## config.mk

```make
export PLATFORM = sky130hd
export DESIGN_NAME = usb_rx_deserializer_flat
export DESIGN_NICKNAME = d
export VERILOG_FILES = /design/src/rtl/usb_rx_deserializer_if.sv /design/src/rtl/usb_rx_deserializer.sv /design/src/flat_wrapper.sv
export SDC_FILE = /design/constraint.sdc
export NUM_CORES = 1
export LEC_CHECK = 0
export ABC_AREA = 1
export CAP_MARGIN = 20
export CORE_MARGIN = 1.5
export CORE_UTILIZATION = 56
export DETAILED_ROUTE_END_ITERATION = 7
export MAX_ROUTING_LAYER = met4
export PLACE_DENSITY = 0.79
export SYNTH_ARGS = -nofsm -noshare
export SYNTH_HDL_FRONTEND = slang
export SYNTH_SLANG_ARGS = --single-unit
```

## constraint.sdc

```tcl
create_clock -name clk -period 1.8 [get_ports clk]
set_input_delay 0.36 -clock clk [delete_from_list [all_inputs] [get_ports clk]]
set_output_delay 0.36 -clock clk [all_outputs]
set_load 0.01 [all_outputs]
```

## src/rtl/usb_rx_deserializer_if.sv

```systemverilog
// USB RX deserializer bus: synchronized line samples in, FIFO write port and packet status out.
interface usb_rx_deserializer_if;
  logic       bit_strobe;
  logic       d_plus;
  logic       d_minus;
  logic       fifo_full;
  logic       w_enable;
  logic [7:0] w_data;
  logic       rx_active;
  logic       packet_done;
  logic       rx_error;
  logic       rx_overflow;

  modport master (
    output bit_strobe, d_plus, d_minus, fifo_full,
    input  w_enable, w_data, rx_active, packet_done, rx_error, rx_overflow
  );
  modport slave (
    input  bit_strobe, d_plus, d_minus, fifo_full,
    output w_enable, w_data, rx_active, packet_done, rx_error, rx_overflow
  );
endinterface

```

## src/rtl/usb_rx_deserializer.sv

```systemverilog
// USB FS receive bit-to-byte stage: NRZI decode, SYNC detect, bit unstuffing, EOP detect.
// Define RX_STUFF_CHECK_EN to treat a 1 in the stuff slot as a protocol error.
module usb_rx_deserializer #(
  parameter logic [7:0] SYNC_PATTERN = 8'h80,
  parameter int         STUFF_LIMIT  = 6
) (
  input logic                  clk,
  input logic                  rst,
  usb_rx_deserializer_if.slave bus
);
  localparam int OW = $clog2(STUFF_LIMIT + 1);

`ifdef RX_STUFF_CHECK_EN
  localparam bit STUFF_CHECK = 1'b1;
`else
  localparam bit STUFF_CHECK = 1'b0;
`endif

  typedef enum logic [2:0] {IDLE, SYNC, DATA, EOP1, EOP2, ERR_WAIT} state_t;

  state_t        state, state_n;
  logic          prev, prev_n;          // d_plus of the last strobed sample; J idles high
  logic [7:0]    shreg, shreg_n;
  logic [2:0]    bit_cnt, bit_cnt_n;
  logic [OW-1:0] ones_cnt, ones_cnt_n;
  logic          se0_seen, se0_seen_n;
  logic          w_en_q, w_en_n;
  logic [7:0]    w_dat_q, w_dat_n;
  logic          active_q, active_n;
  logic          done_q, done_n;
  logic          err_q, err_n;
  logic          ovf_q, ovf_n;

  logic       line_se0, line_j, line_k, dbit;
  logic [7:0] shifted;

  assign line_se0 = (bus.d_plus == bus.d_minus);
  assign line_j   = bus.d_plus & ~bus.d_minus;
  assign line_k   = ~bus.d_plus & bus.d_minus;
  assign dbit     = (bus.d_plus == prev);
  assign shifted  = {dbit, shreg[7:1]};

  always_comb begin
    state_n    = state;
    prev_n     = prev;
    shreg_n    = shreg;
    bit_cnt_n  = bit_cnt;
    ones_cnt_n = ones_cnt;
    se0_seen_n = se0_seen;
    w_en_n     = 1'b0;
    w_dat_n    = w_dat_q;
    active_n   = active_q;
    done_n     = 1'b0;
    err_n      = err_q;
    ovf_n      = ovf_q;
    if (bus.bit_strobe) begin
      prev_n = bus.d_plus;
      case (state)
        IDLE: begin
          if (line_k) begin
            state_n    = SYNC;
            err_n      = 1'b0;
            ovf_n      = 1'b0;
            active_n   = 1'b1;
            shreg_n    = shifted;
            bit_cnt_n  = 3'd1;
            ones_cnt_n = '0;
          end
        end
        SYNC: begin
          shreg_n   = shifted;
          bit_cnt_n = bit_cnt + 3'd1;
          if (line_se0) begin
            err_n      = 1'b1;
            active_n   = 1'b0;
            se0_seen_n = 1'b1;
            state_n    = ERR_WAIT;
          end else if (bit_cnt == 3'd7) begin
            if (shifted == SYNC_PATTERN) begin
              state_n    = DATA;
              bit_cnt_n  = 3'd0;
              ones_cnt_n = OW'(1);
            end else begin
              err_n      = 1'b1;
              active_n   = 1'b0;
              se0_seen_n = 1'b0;
              state_n    = ERR_WAIT;
            end
          end
        end
        DATA: begin
          if (line_se0) begin
            state_n = EOP1;
            if (bit_cnt != 3'd0) begin
              err_n    = 1'b1;
              active_n = 1'b0;
            end
          end else if (ones_cnt == OW'(STUFF_LIMIT)) begin
            // Stuff slot: a 0 is dropped; a 1 is either dropped too or fatal.
            ones_cnt_n = '0;
            if (STUFF_CHECK && dbit) begin
              err_n      = 1'b1;
              active_n   = 1'b0;
              se0_seen_n = 1'b0;
              state_n    = ERR_WAIT;
            end
          end else begin
            shreg_n    = shifted;
            bit_cnt_n  = bit_cnt + 3'd1;
            ones_cnt_n = dbit ? ones_cnt + OW'(1) : '0;
            if (bit_cnt == 3'd7) begin
              if (bus.fifo_full) begin
                ovf_n = 1'b1;
              end else begin
                w_en_n  = 1'b1;
                w_dat_n = shifted;
              end
            end
          end
        end
        EOP1: begin
          if (line_se0) begin
            state_n = EOP2;
          end else begin
            err_n      = 1'b1;
            active_n   = 1'b0;
            se0_seen_n = 1'b0;
            state_n    = ERR_WAIT;
          end
        end
        EOP2: begin
          if (line_j) begin
            done_n   = ~err_q;
            active_n = 1'b0;
            state_n  = IDLE;
          end else begin
            err_n      = 1'b1;
            active_n   = 1'b0;
            se0_seen_n = line_se0;
            state_n    = ERR_WAIT;
          end
        end
        ERR_WAIT: begin
          active_n = 1'b0;
          if (line_se0) begin
            se0_seen_n = 1'b1;
          end else if (line_j && se0_seen) begin
            se0_seen_n = 1'b0;
            state_n    = IDLE;
          end else begin
            se0_seen_n = 1'b0;
          end
        end
        default: state_n = IDLE;
      endcase
    end
  end

  always_ff @(posedge clk or posedge rst) begin
    if (rst) begin
      state    <= IDLE;
      prev     <= 1'b1;
      shreg    <= 8'h00;
      bit_cnt  <= 3'd0;
      ones_cnt <= '0;
      se0_seen <= 1'b0;
      w_en_q   <= 1'b0;
      w_dat_q  <= 8'h00;
      active_q <= 1'b0;
      done_q   <= 1'b0;
      err_q    <= 1'b0;
      ovf_q    <= 1'b0;
    end else begin
      state    <= state_n;
      prev     <= prev_n;
      shreg    <= shreg_n;
      bit_cnt  <= bit_cnt_n;
      ones_cnt <= ones_cnt_n;
      se0_seen <= se0_seen_n;
      w_en_q   <= w_en_n;
      w_dat_q  <= w_dat_n;
      active_q <= active_n;
      done_q   <= done_n;
      err_q    <= err_n;
      ovf_q    <= ovf_n;
    end
  end

  assign bus.w_enable    = w_en_q;
  assign bus.w_data      = w_dat_q;
  assign bus.rx_active   = active_q;
  assign bus.packet_done = done_q;
  assign bus.rx_error    = err_q;
  assign bus.rx_overflow = ovf_q;
endmodule

```

## src/flat_wrapper.sv

```systemverilog
// flat-port wrapper written by rule: the top's interface ports become plain ports
module usb_rx_deserializer_flat 
#(
  parameter logic [7:0] SYNC_PATTERN = 8'h80,
  parameter int         STUFF_LIMIT  = 6
)
  (clk, rst, bus_bit_strobe, bus_d_plus, bus_d_minus, bus_fifo_full, bus_w_enable, bus_w_data, bus_rx_active, bus_packet_done, bus_rx_error, bus_rx_overflow);
  usb_rx_deserializer_if bus_i ();
  input logic clk;
  input logic rst;
  input wire logic [$bits(bus_i.bit_strobe)-1:0] bus_bit_strobe;
  input wire logic [$bits(bus_i.d_plus)-1:0] bus_d_plus;
  input wire logic [$bits(bus_i.d_minus)-1:0] bus_d_minus;
  input wire logic [$bits(bus_i.fifo_full)-1:0] bus_fifo_full;
  output wire logic [$bits(bus_i.w_enable)-1:0] bus_w_enable;
  output wire logic [$bits(bus_i.w_data)-1:0] bus_w_data;
  output wire logic [$bits(bus_i.rx_active)-1:0] bus_rx_active;
  output wire logic [$bits(bus_i.packet_done)-1:0] bus_packet_done;
  output wire logic [$bits(bus_i.rx_error)-1:0] bus_rx_error;
  output wire logic [$bits(bus_i.rx_overflow)-1:0] bus_rx_overflow;
  assign bus_i.bit_strobe = bus_bit_strobe;
  assign bus_i.d_plus = bus_d_plus;
  assign bus_i.d_minus = bus_d_minus;
  assign bus_i.fifo_full = bus_fifo_full;
  assign bus_w_enable = bus_i.w_enable;
  assign bus_w_data = bus_i.w_data;
  assign bus_rx_active = bus_i.rx_active;
  assign bus_packet_done = bus_i.packet_done;
  assign bus_rx_error = bus_i.rx_error;
  assign bus_rx_overflow = bus_i.rx_overflow;
  usb_rx_deserializer #(.SYNC_PATTERN(SYNC_PATTERN), .STUFF_LIMIT(STUFF_LIMIT)) u_core (.clk(clk), .rst(rst), .bus(bus_i));
endmodule
```

# Word-level counts from Yosys, hierarchy flattened
# Index checks and enable logic that the tools add are counted.
[totals]
regBits = 32
input_bits = 6
out_inout_bits = 13
word_cells = 128
[classes]
n_addsub = 2
n_eq_ne = 26
mux = 63
bitwise_logic = 8
reduce_logical = 17
[ops]
columns = ["op", "count"]
rows = [
  ["3-bit two-way mux", 20],
  ["1-bit two-way mux", 32],
  ["8-bit two-way mux", 3],
  ["8-bit one-hot mux with 3 select lines", 1],
  ["3-bit one-hot mux with 3 select lines", 2],
  ["3-bit one-hot mux with 6 select lines", 1],
  ["6-bit AND reduction", 3],
  ["2-bit by 1-bit inequality test with 1-bit output, second input constant", 7],
  ["2-bit inequality test, second input constant", 7],
  ["7-bit AND reduction", 2],
  ["3-bit == test, second input constant", 4],
  ["1-bit one-hot mux with 5 select lines", 2],
  ["5-bit nonzero test", 2],
  ["9-bit AND reduction", 1],
  ["8-bit == test, second input constant", 1],
  ["8-bit AND reduction", 1],
  ["3-bit by 1-bit adder with 3-bit output, second input constant", 2],
  ["3-bit by 2-bit == test with 1-bit output, second input constant", 2],
  ["1-bit NOT", 6],
  ["3-bit nonzero test", 2],
  ["5-bit AND reduction", 1],
  ["1-bit one-hot mux with 4 select lines", 1],
  ["4-bit nonzero test", 1],
  ["3-bit by 1-bit == test with 1-bit output, second input constant", 1],
  ["other kinds (9)", 11],
]

# Logic depth before layout (Yosys ltp)
# Gate-level depths: netlist (run 1).
[depth]
word_depth = 6
mapped_depth = 11
ltp_nobuf = 11

# Worst setup path after synthesis (run 1)
# OpenSTA, ideal clock, no wires.
[synth_path]
path_kind = "in2reg"
from = "input bus_d_minus"
to = "register u_core.w_dat_q[1], in the netlist u_core.bus.w_data[1]"
setup_time_ps = 118
t_arrival_ps = 1549
required_time_ps = 1682
path_slack_ps = 134
stages = 7
n_path_buf = 1
cell_sequence = "inv_1 > ha_1 > nor4_1 > nand3_2 > buf_6 > nand2_1 > o21ai_2"
[synth_via]
elab_chain_len = 3
[synth_lines]
columns = ["item", "line", "rtl"]
rows = [
  ["from (decl)", "flat_wrapper.sv:13", "input wire logic [$bits(bus_i.d_minus)-1:0] bus_d_minus;"],
  ["1-bit == test", "usb_rx_deserializer.sv:37", "assign line_se0 = (bus.d_plus == bus.d_minus);"],
  ["1-bit NOT (no source line)", "n/a", ""],
  ["6-bit AND reduction (no source line)", "n/a", ""],
  ["to (signal assigned)", "usb_rx_deserializer.sv:181", "w_dat_q <= w_dat_n;"],
  ["to (decl)", "usb_rx_deserializer.sv:28", "logic [7:0] w_dat_q, w_dat_n;"],
]
# Every way passes these cells.
# A chain may end at the register's enable or synchronous reset.

# Final worst setup path (run 1)
[layout_path]
from = "register u_core.ones_cnt[0]"
to = "register u_core.w_dat_q[1], in the netlist u_core.bus.w_data[1]"
[layout_via]
elab_chain_len = 3
[layout_lines]
columns = ["item", "line", "rtl"]
rows = [
  ["from (decl)", "usb_rx_deserializer.sv:25", "logic [OW-1:0] ones_cnt, ones_cnt_n;"],
  ["from (signal assigned)", "usb_rx_deserializer.sv:178", "ones_cnt <= ones_cnt_n;"],
  ["3-bit == test", "usb_rx_deserializer.sv:98", "end else if (ones_cnt == OW'(STUFF_LIMIT)) begin"],
  ["1-bit NOT (no source line)", "n/a", ""],
  ["6-bit AND reduction (no source line)", "n/a", ""],
]
# Every way passes these cells.

==> results of run 1 <==
placed cells by master, fill, tap and decap left out, types with 2 or more instances in the layout:
cell type,netlist,layout
a21oi_1,3,3
nand2_2,2,2
nand2_1,59,58
nor2_4,1,2
nand3_2,2,2
nor2_1,14,13
inv_2,2,4
o21ai_0,8,8
dfrtp_1,30,30
clkdlybuf4s50_1,0,16
nor2_2,3,3
nand4_1,5,5
inv_1,29,27
o21ai_2,9,9
clkbuf_4,0,5
buf_4,0,10
nand3_1,11,11
dlymetal6s2s_1,0,2
nand2_4,5,6
ha_1,8,7
nor3_1,2,2
o21ai_1,11,11
sequential cells by signal, summed over array words and instances (netlist names):
name and cells:
u_core.bus.w_data 8, u_core.state 3, u_core.bus.rx_overflow 1, u_core.bit_cnt 3
u_core.bus.rx_active 1, u_core.shreg 7, u_core.bus.w_enable 1, u_core.bus.packet_done 1
u_core.se0_seen 1, u_core.ones_cnt 3, u_core.bus.rx_error 1, u_core.prev 1
per-layer routing:
layer  vias to the layer above  routed length, um  global-route usage (%)
li1                        764                  -                       -
met1                       672               1760                    30.8
met2                        36               1570                    33.9
met3                         7                171                    6.33
met4                         0                 62                    8.57
met5                         -                  0                       -
layout make-up:
type                       count  area share, %
clock inverter                 2          0.571
tap                           44           2.51
timing repair buffer          29           12.8
inverter                      33           5.77
clock buffer                   6           1.89
sequential                    31           35.5
multi-input combinational    153           41.0
logic make-up after synthesis:
kind of cell / after synthesis / share of synthesized area (%)
buf+inv: 35 / 8.29
compound gates: 32 / 10.9
xor+xnor: 2 / 0.976
simple gates: 111 / 30.9
fa+ha+maj: 8 / 5.58
flops: 31 / 43.3
synthesized netlist by cell type:
cell type  number  area, um^2
a21oi_1         3        15.0
and3_1          1        6.26
buf_6           2        22.5
clkinv_1        1        3.75
dfrtp_1        30         751
dfstp_2         1        26.3
ha_1            8         100
inv_1          29         109
inv_2           2        7.51
inv_4           1        6.26
nand2_1        59         221
nand2_2         2        12.5
nand2_4         5        56.3
nand3_1        11        55.1
nand3_2         2        20.0
nand3b_2        1        11.3
nand4_1         5        31.3
nor2_1         14        52.6
nor2_2          3        18.8
nor2_4          1        11.3
nor2_8          1        20.0
nor3_1          2        10.0
nor3_2          1        10.0
nor4_1          1        6.26
o21ai_0         8        40.0
o21ai_1        11        55.1
o21ai_2         9        78.8
o21bai_1        1        7.51
or2_1           1        6.26
or2_2           1        6.26
xnor2_1         1        8.76
xor2_1          1        8.76
through the flow:
stage / hold WS, ns / setup TNS (ns) / instance area, um^2 / power, mW
after global routing: 0.458 / 0 / 2190 / 2.99
final: 0.415 / 0 / 2190 / 2.77
after detailed placement: 0.452 / -7.91 / 2100 / 2.34
after global placement: 0.447 / -7.92 / 2100 / 2.32
after floorplan: 0.454 / 0 / 1800 / 2.00
after CTS: 0.420 / -0.00193 / 2160 / 2.75
timing repair:
action | CTS | global route
buffers inserted | 0 | 0
gates resized for setup | 2 | 7
setup endpoints to repair | 5 | 19
pin swaps | 0 | 1
critical path, stage by stage (launching register included):
cell,delay [ns]
dfrtp_1,0.41
inv_1,0.06
ha_1,0.19
nand2_1,0.10
inv_1,0.10
nor4_1,0.27
nand3_2,0.14
buf_12,0.18
nand2_1,0.07
o21ai_2,0.05
power by group through the flow:
| stage | clock network (mW) | logic [mW] | registers [mW] |
|---|---|---|---|
| 5_1_grt | 0.425 | 1.50 | 1.07 |
| 3_3_place_gp | 0 | 1.26 | 1.06 |
| 3_5_place_dp | 0 | 1.28 | 1.06 |
| 4_1_cts | 0.407 | 1.29 | 1.05 |
| 2_1_floorplan | 0 | 0.956 | 1.04 |
| 6_report | 0.395 | 1.33 | 1.05 |
worst paths after layout:
check | start | to | slack, ns | depth (start not counted)
worst max-delay path | u_core.ones_cnt[0] | u_core.bus.w_data[1] | 0.15 | 9
worst min-delay path | rst | u_core.ones_cnt[2] | 0.42 | 3
worst max register to register | u_core.ones_cnt[0] | u_core.bus.w_data[1] | 0.15 | 9
worst min register to register | u_core.bus.rx_error | u_core.bus.packet_done | 0.46 | 1
max in group asynchronous | rst | u_core.prev | 1.06 | 3
min in group clk | u_core.bus.rx_error | u_core.bus.packet_done | 0.46 | 1
==> results.cfg, run 1 <==
[status]
status = complete, no violations

[sta]
setup_slack_ns = 0.151
grt_setup_unrepaired = no
slew_headroom_pct = 74.2
fin_crit_ns = 1.65
setup_viol = 0
fin_crit_sh_pct = 91.6
fin_worst_skew_ns = 0.00642
max_freq_mhz = 607
tightest_slew_ns = 0.387
timing.final.hold_violations = 0
drv_slew = 0

[synth]
yosysWarnings = 0
syn_area_per_cell_um2 = 8.20
seq_area_frac_synth_pct = 43.3
syn_inst = 219
synth-seq-cells = 31
syn_area_mm2 = 0.00180
synth_cell_types = 32
syn_nets = 233

[placed_design]
placedCellCount = 290
hpwl_um = 2660
portBuffers = 18
dp_slack_ns = -0.366
gp_congestion = 0.981

[clocking]
cts_tree = built
cts.clk_slew.worst_paths_ns = 0.10
root_buffer = clkbuf_4
clk_latency_ns = 0.33
htree_levels = 2
cts_sinks = 31
cts_buffers = 5
clockBufferDepth = 2
cts_hold_buf = 0

[floorplanning]
die_height_um = 59.6
dieArea_mm2 = 0.00356
fp-row-count = 20
die_x_um = 59.6
initial_utilization_pct = 58.8
io_pins = 19
core_mm2 = 0.00305

[layout]
nets = 267
stdcell_count = 298
finish.utilization_pct = 71.7
regArea_um2 = 777
fill_cells = 258
multi_input_area_um2 = 897
drive_gt1_share_pct = 20.9
area_growth_pct = 22.0
num_antenna_cells = 0

[power_and_ir_drop]
p_leak_nw = 1.13
pwr-share-comb_pct = 47.8
pwr-share-seq_pct = 37.9
ir_drop_mv = 0.709
power_density_mw_per_mm2 = 1270
p_int_mw = 1.54
p_sw_mw = 1.24
clock_power_share_pct = 14.3
p_sw_share_pct = 44.6

[drt]
drt_first_iter_violations = 92
dr.pass1.iters = 4
drc = 0
routed_wl_um = 3570
ant_nets = 0
wl_per_cell_um = 12.0
viasPerCell = 4.96
via_count = 1479

[setup_path]
end_kind = flop
worstPathMaxFanout = 16
crit_type = reg2reg
start_kind = flop
arrival_ns = 1.88
required_ns = 2.03

[grt]
grt_pass1_vias = 1368
grt_first_pass_wirelength_um = 5930
grt_remaining_overflow = 0
grt_usage_pct = 23.2
antenna_found_initial = 0
grt_max_degree = 32

[hold_path]
hold_path.class = in2async

[flow_run]
cap_violations = 0
Note: power is estimated with default switching activity, not from simulation.
==> inputs of run 2 (changes only) <==
--- a/config.mk
+++ b/config.mk
@@ -10,6 +10,7 @@
 export CORE_MARGIN = 1.5
 export CORE_UTILIZATION = 56
 export DETAILED_ROUTE_END_ITERATION = 7
+export HOLD_SLACK_MARGIN = 0.06
 export MAX_ROUTING_LAYER = met4
 export PLACE_DENSITY = 0.79
 export SYNTH_ARGS = -nofsm -noshare
==> constraint.sdc (replaced) <==
create_clock -name clk -period 1.7 [get_ports clk]
set_input_delay 0.34 -clock clk [delete_from_list [all_inputs] [get_ports clk]]
set_output_delay 0.34 -clock clk [all_outputs]
set_load 0.01 [all_outputs]
==> run 2 against run 1 <==
Sequential power up 5%. Worst hold slack worse by 0.095 ns. Power grew 11%. Global-route usage is 1.7 points higher. Die area did not move. Clock power rose by 6.8%. Non-clock buffer count increased by 4. Flip-flop and latch count did not move. Critical endpoint is now u_core.state[2]. Largest power group unchanged.
==> results.cfg, run 2 (synthesis gave the netlist of run 1 again) <==
[floorplanning]
io_pins = 19
die_x_um = 59.6
fp-row-count = 20
die_height_um = 59.6
core_mm2 = 0.00305
initial_utilization_pct = 58.8
dieArea_mm2 = 0.00356

[layout]
nets = 272
stdcell_count = 303
finish.utilization_pct = 74.4
mostFrequentLayoutCell = nand2_1
num_antenna_cells = 0
largest_register_ffs = 8
drive_gt1_share_pct = 23.9
most-common-layout-cells = 56 x nand2_1, 30 x dfrtp_1, 29 x inv_1
postLayoutCellArea_mm2 = 0.00227
area_growth_pct = 26.5

[grt]
antenna_found_initial = 0
grt_remaining_overflow = 0
grt_first_pass_wirelength_um = 6340
grt_max_degree = 22
grt_usage_pct = 24.9
grt_pass1_vias = 1455

[placed_design]
placedCellCount = 293
dp_slack_ns = -0.418
place_area_mm2 = 0.00213
portBuffers = 18
gp_congestion = 1.00
hpwl_um = 2780

[hold_path]
hold_path.class = in2async

[sta]
setup_slack_ns = 0.0507
timing.final.hold_violations = 0
fin_crit_ns = 1.65
setup_viol = 0
tightest_slew_ns = 0.463
fin_tns_setup_ns = 0
max_freq_mhz = 606
drv_slew = 0
fin_crit_sh_pct = 97.0
hold_ws_ns = 0.320
fin_worst_skew_ns = 0.0133
slew_headroom_pct = 69.1

[clocking]
cts.clk_slew.worst_paths_ns = 0.09
cts_hold_buf = 0
htree_levels = 2
root_buffer = clkbuf_4
cts_sinks = 31
clockBufferDepth = 2
cts_buffers = 5
clk_latency_ns = 0.34
cts_tree = built

[drt]
viasPerCell = 5.16
drt_first_iter_violations = 87
ant_nets = 0
via_count = 1564
drc = 0
dr.pass1.iters = 4
routed_wl_um = 3920
wl_per_cell_um = 12.9

[status]
status = complete, no violations

[power_and_ir_drop]
p_total_mw = 3.09
ir_drop_mv = 0.932
power_density_mw_per_mm2 = 1360
p_leak_nw = 1.16

[setup_path]
r2r_cells = 10
path_buf_inv = 2
cp.depth = 11
cp-startpoint = bus_d_minus
cp_cell_sequence = clkdlybuf4s50_1 -> inv_1 -> ha_4 -> nor2_2 -> nand2_1 -> nor2_4 -> nand2_2 -> nand2_4 -> nand3_1 -> nand2_1 -> o21ai_1
required_ns = 1.93
r2r_slack_ns = 0.11
max_stage_delay_ns = 0.47
cp_common_cell = nand2_1
cp_slowest_cell = clkdlybuf4s50_1
arrival_ns = 1.87
crit_type = in2reg
crit_end = u_core.state[2]
end_kind = flop
timing.rr.end = u_core.bus.rx_active
worstPathMaxFanout = 4
cp_top_family = simple AND/OR/NAND/NOR gates
start_kind = input pin
r2r-start = u_core.bit_cnt[0]

[flow_run]
cap_violations = 0
run 2: final cells by class:
cell class | count | area [um^2]
Multi-Input combinational cell | 154 | 947
Fill cell | 255 | 782
Sequential cell | 31 | 777
Timing Repair Buffer | 33 | 312
Inverter | 33 | 126
Tap cell | 44 | 55.1
Clock buffer | 6 | 41.3
Clock inverter | 2 | 12.5
run 2: worst register-to-register path, stage by stage (launching register included):
cell	delay (ns)
dfrtp_1	0.42
ha_1	0.22
ha_1	0.23
inv_1	0.10
nand3_2	0.14
nand2_1	0.11
inv_1	0.06
nand2_1	0.05
inv_1	0.05
nand3_1	0.06
nand2_1	0.05
run 2: per-layer routing:
layer | up-vias | share of wire (%) | GRT usage, %
li1 | 773 | - | -
met1 | 739 | 45 | 33.8
met2 | 44 | 47 | 36.1
met3 | 8 | 6.4 | 6.77
met4 | 0 | 1.6 | 8.57
met5 | - | 0 | -
run 2: how the worst min path moves through the flow:
stage / end / startpoint
after CTS: u_core.ones_cnt[2] / rst
after global routing: u_core.ones_cnt[2] / rst
final: u_core.ones_cnt[2] / rst
after detailed placement: u_core.bus.packet_done / u_core.bus.rx_error
after floorplan: u_core.bit_cnt[0] / rst
after global placement: u_core.bus.rx_overflow / u_core.bus.rx_overflow
run 2: power breakdown:
group | leakage, nW | internal (mW) | switching (mW) | total [mW]
Combinational | 0.720 | 0.601 | 0.965 | 1.57
Sequential | 0.408 | 0.926 | 0.178 | 1.10
Clock | 0.0282 | 0.159 | 0.263 | 0.422
run 2: what timing repair did:
action,in CTS,in global routing
pin swaps,1,3
cloned,0,1
endpoints found under the setup margin,17,21
resized for setup,5,12
setup buffers,0,1
==> inputs of run 3 (changes only) <==
--- a/config.mk
+++ b/config.mk
@@ -11,8 +11,8 @@
 export CORE_UTILIZATION = 56
 export DETAILED_ROUTE_END_ITERATION = 7
 export HOLD_SLACK_MARGIN = 0.06
-export MAX_ROUTING_LAYER = met4
 export PLACE_DENSITY = 0.79
+export SLEW_MARGIN = 10
 export SYNTH_ARGS = -nofsm -noshare
 export SYNTH_HDL_FRONTEND = slang
 export SYNTH_SLANG_ARGS = --single-unit
==> run 3 against run 2 <==
Setup slack improved by 0.021 ns. Wire length decreased by 0.33%. Design area increased by 0.44%. Power increased by 4.6%. Largest cell class unchanged.
==> results.cfg, run 3 (synthesis gave the netlist of run 1 again) <==
[status]
status = complete, no violations

[grt]
grt_remaining_overflow = 0
antenna_found_initial = 0
grt_first_pass_wirelength_um = 6440
grt_usage_pct = 24.8
grt_max_degree = 32
grt_pass1_vias = 1433

[floorplanning]
die_x_um = 59.6
die_height_um = 59.6
fp-row-count = 20
io_pins = 19
core_mm2 = 0.00305
initial_utilization_pct = 58.8
dieArea_mm2 = 0.00356

[sta]
hold_ws_ns = 0.349
max_freq_mhz = 614
setup_viol = 0
fin_crit_sh_pct = 95.8
grt_setup_unrepaired = no
drv_slew = 0
fin_worst_skew_ns = 0.0140
fin_crit_ns = 1.63
tightest_slew_ns = 0.383
timing.final.hold_violations = 0
slew_headroom_pct = 74.5

[layout]
num_antenna_cells = 0
multi_input_area_um2 = 916
mostFrequentLayoutCell = nand2_1
most-common-layout-cells = 58 x nand2_1, 29 x dfrtp_1, 27 x inv_1
drive_gt1_share_pct = 25.1
largest_register_ffs = 8
regArea_um2 = 778
nets = 276
finish.utilization_pct = 74.7
postLayoutCellArea_mm2 = 0.00228
area_growth_pct = 27.0
fill_cells = 244

[clocking]
cts_sinks = 31
cts_buffers = 5
cts_hold_buf = 0
cts.clk_slew.worst_paths_ns = 0.11
cts_tree = built
htree_levels = 2
root_buffer = clkbuf_4
clk_latency_ns = 0.35
clockBufferDepth = 2

[drt]
via_count = 1570
drt_first_iter_violations = 133
dr.pass1.iters = 4
drc = 0
routed_wl_um = 3910
viasPerCell = 5.11
ant_nets = 0
wl_per_cell_um = 12.7

[placed_design]
portBuffers = 18
place_area_mm2 = 0.00211
gp_congestion = 0.939
hpwl_um = 2600

[power_and_ir_drop]
p_leak_nw = 1.17
ir_drop_mv = 0.835
pwr-share-comb_pct = 47.8
power_density_mw_per_mm2 = 1420
p_sw_mw = 1.39
pwr-share-seq_pct = 34.0
p_int_mw = 1.85
clock_power_share_pct = 18.2
p_sw_share_pct = 42.9

[setup_path]
r2r-start = u_core.ones_cnt[0]
cp_slowest_cell = clkdlybuf4s50_1
crit_type = reg2out
required_ns = 1.36
start_kind = flop
cp_cell_sequence = clkdlybuf4s50_1
cp-startpoint = u_core.bus.w_data[1]
worstPathMaxFanout = 2
cp_top_family = buffers and inverters
arrival_ns = 1.29
end_kind = output port
max_stage_delay_ns = 0.55
path_buf_inv = 1

[flow_run]
cap_violations = 0

[hold_path]
hold_path.class = in2async
-- run 3: per-layer routing --
| metal | vias to the layer above | global-route usage (%) | part of all wire, % |
|---|---|---|---|
| met3 | 7 | 4.15 | 4.3 |
| li1 | 783 | - | - |
| met1 | 735 | 34.1 | 47 |
| met2 | 45 | 38.5 | 47 |
| met5 | - | 0 | 0 |
| met4 | 0 | 11.1 | 1.8 |
-- run 3: timing repair --
action,in CTS,in global routing
cloned,0,1
resized for setup,6,6
setup buffers,0,5
endpoints found under the setup margin,19,27
pin swaps,0,2
-- run 3: worst paths after layout --
path                                               end  slack [ns]  depth (start not counted)
worst min-delay path               u_core.bus.w_enable        0.35                          3
worst min register to register  u_core.bus.packet_done        0.48                          1
worst max-delay path                     bus_w_data[1]        0.07                          1
worst max register to register         u_core.shreg[3]        0.12                          9
min in group clk                u_core.bus.packet_done        0.48                          1
max in group asynchronous                  u_core.prev        1.02                          3
-- run 3: final cells by class --
cell class	count	share of cell area, %
Sequential cell	31	34.1
Clock inverter	3	1.92
Tap cell	44	2.41
Clock buffer	5	1.65
Timing Repair Buffer	37	14.2
Multi-Input combinational cell	154	40.2
Inverter	33	5.54
-- run 3: power by group through the flow --
stage	Clock, mW	Combinational [mW]	Sequential, mW
2_1_floorplan	0	1.01	1.10
3_3_place_gp	0	1.36	1.11
3_5_place_dp	0	1.36	1.11
4_1_cts	0.597	1.41	1.10
5_1_grt	0.625	1.73	1.13
6_report	0.588	1.55	1.10
-- run 3: through the flow --
step | instances | setup WS [ns] | total power, mW | TNS (ns)
floorplan | 219 | 0.0537 | 2.11 | 0
global placement | 293 | -0.475 | 2.47 | -10.66
detailed placement | 293 | -0.503 | 2.48 | -11.61
CTS | 301 | 0.0119 | 3.11 | 0
global route | 307 | 0.00214 | 3.49 | 0
finish | 307 | 0.0717 | 3.23 | 0
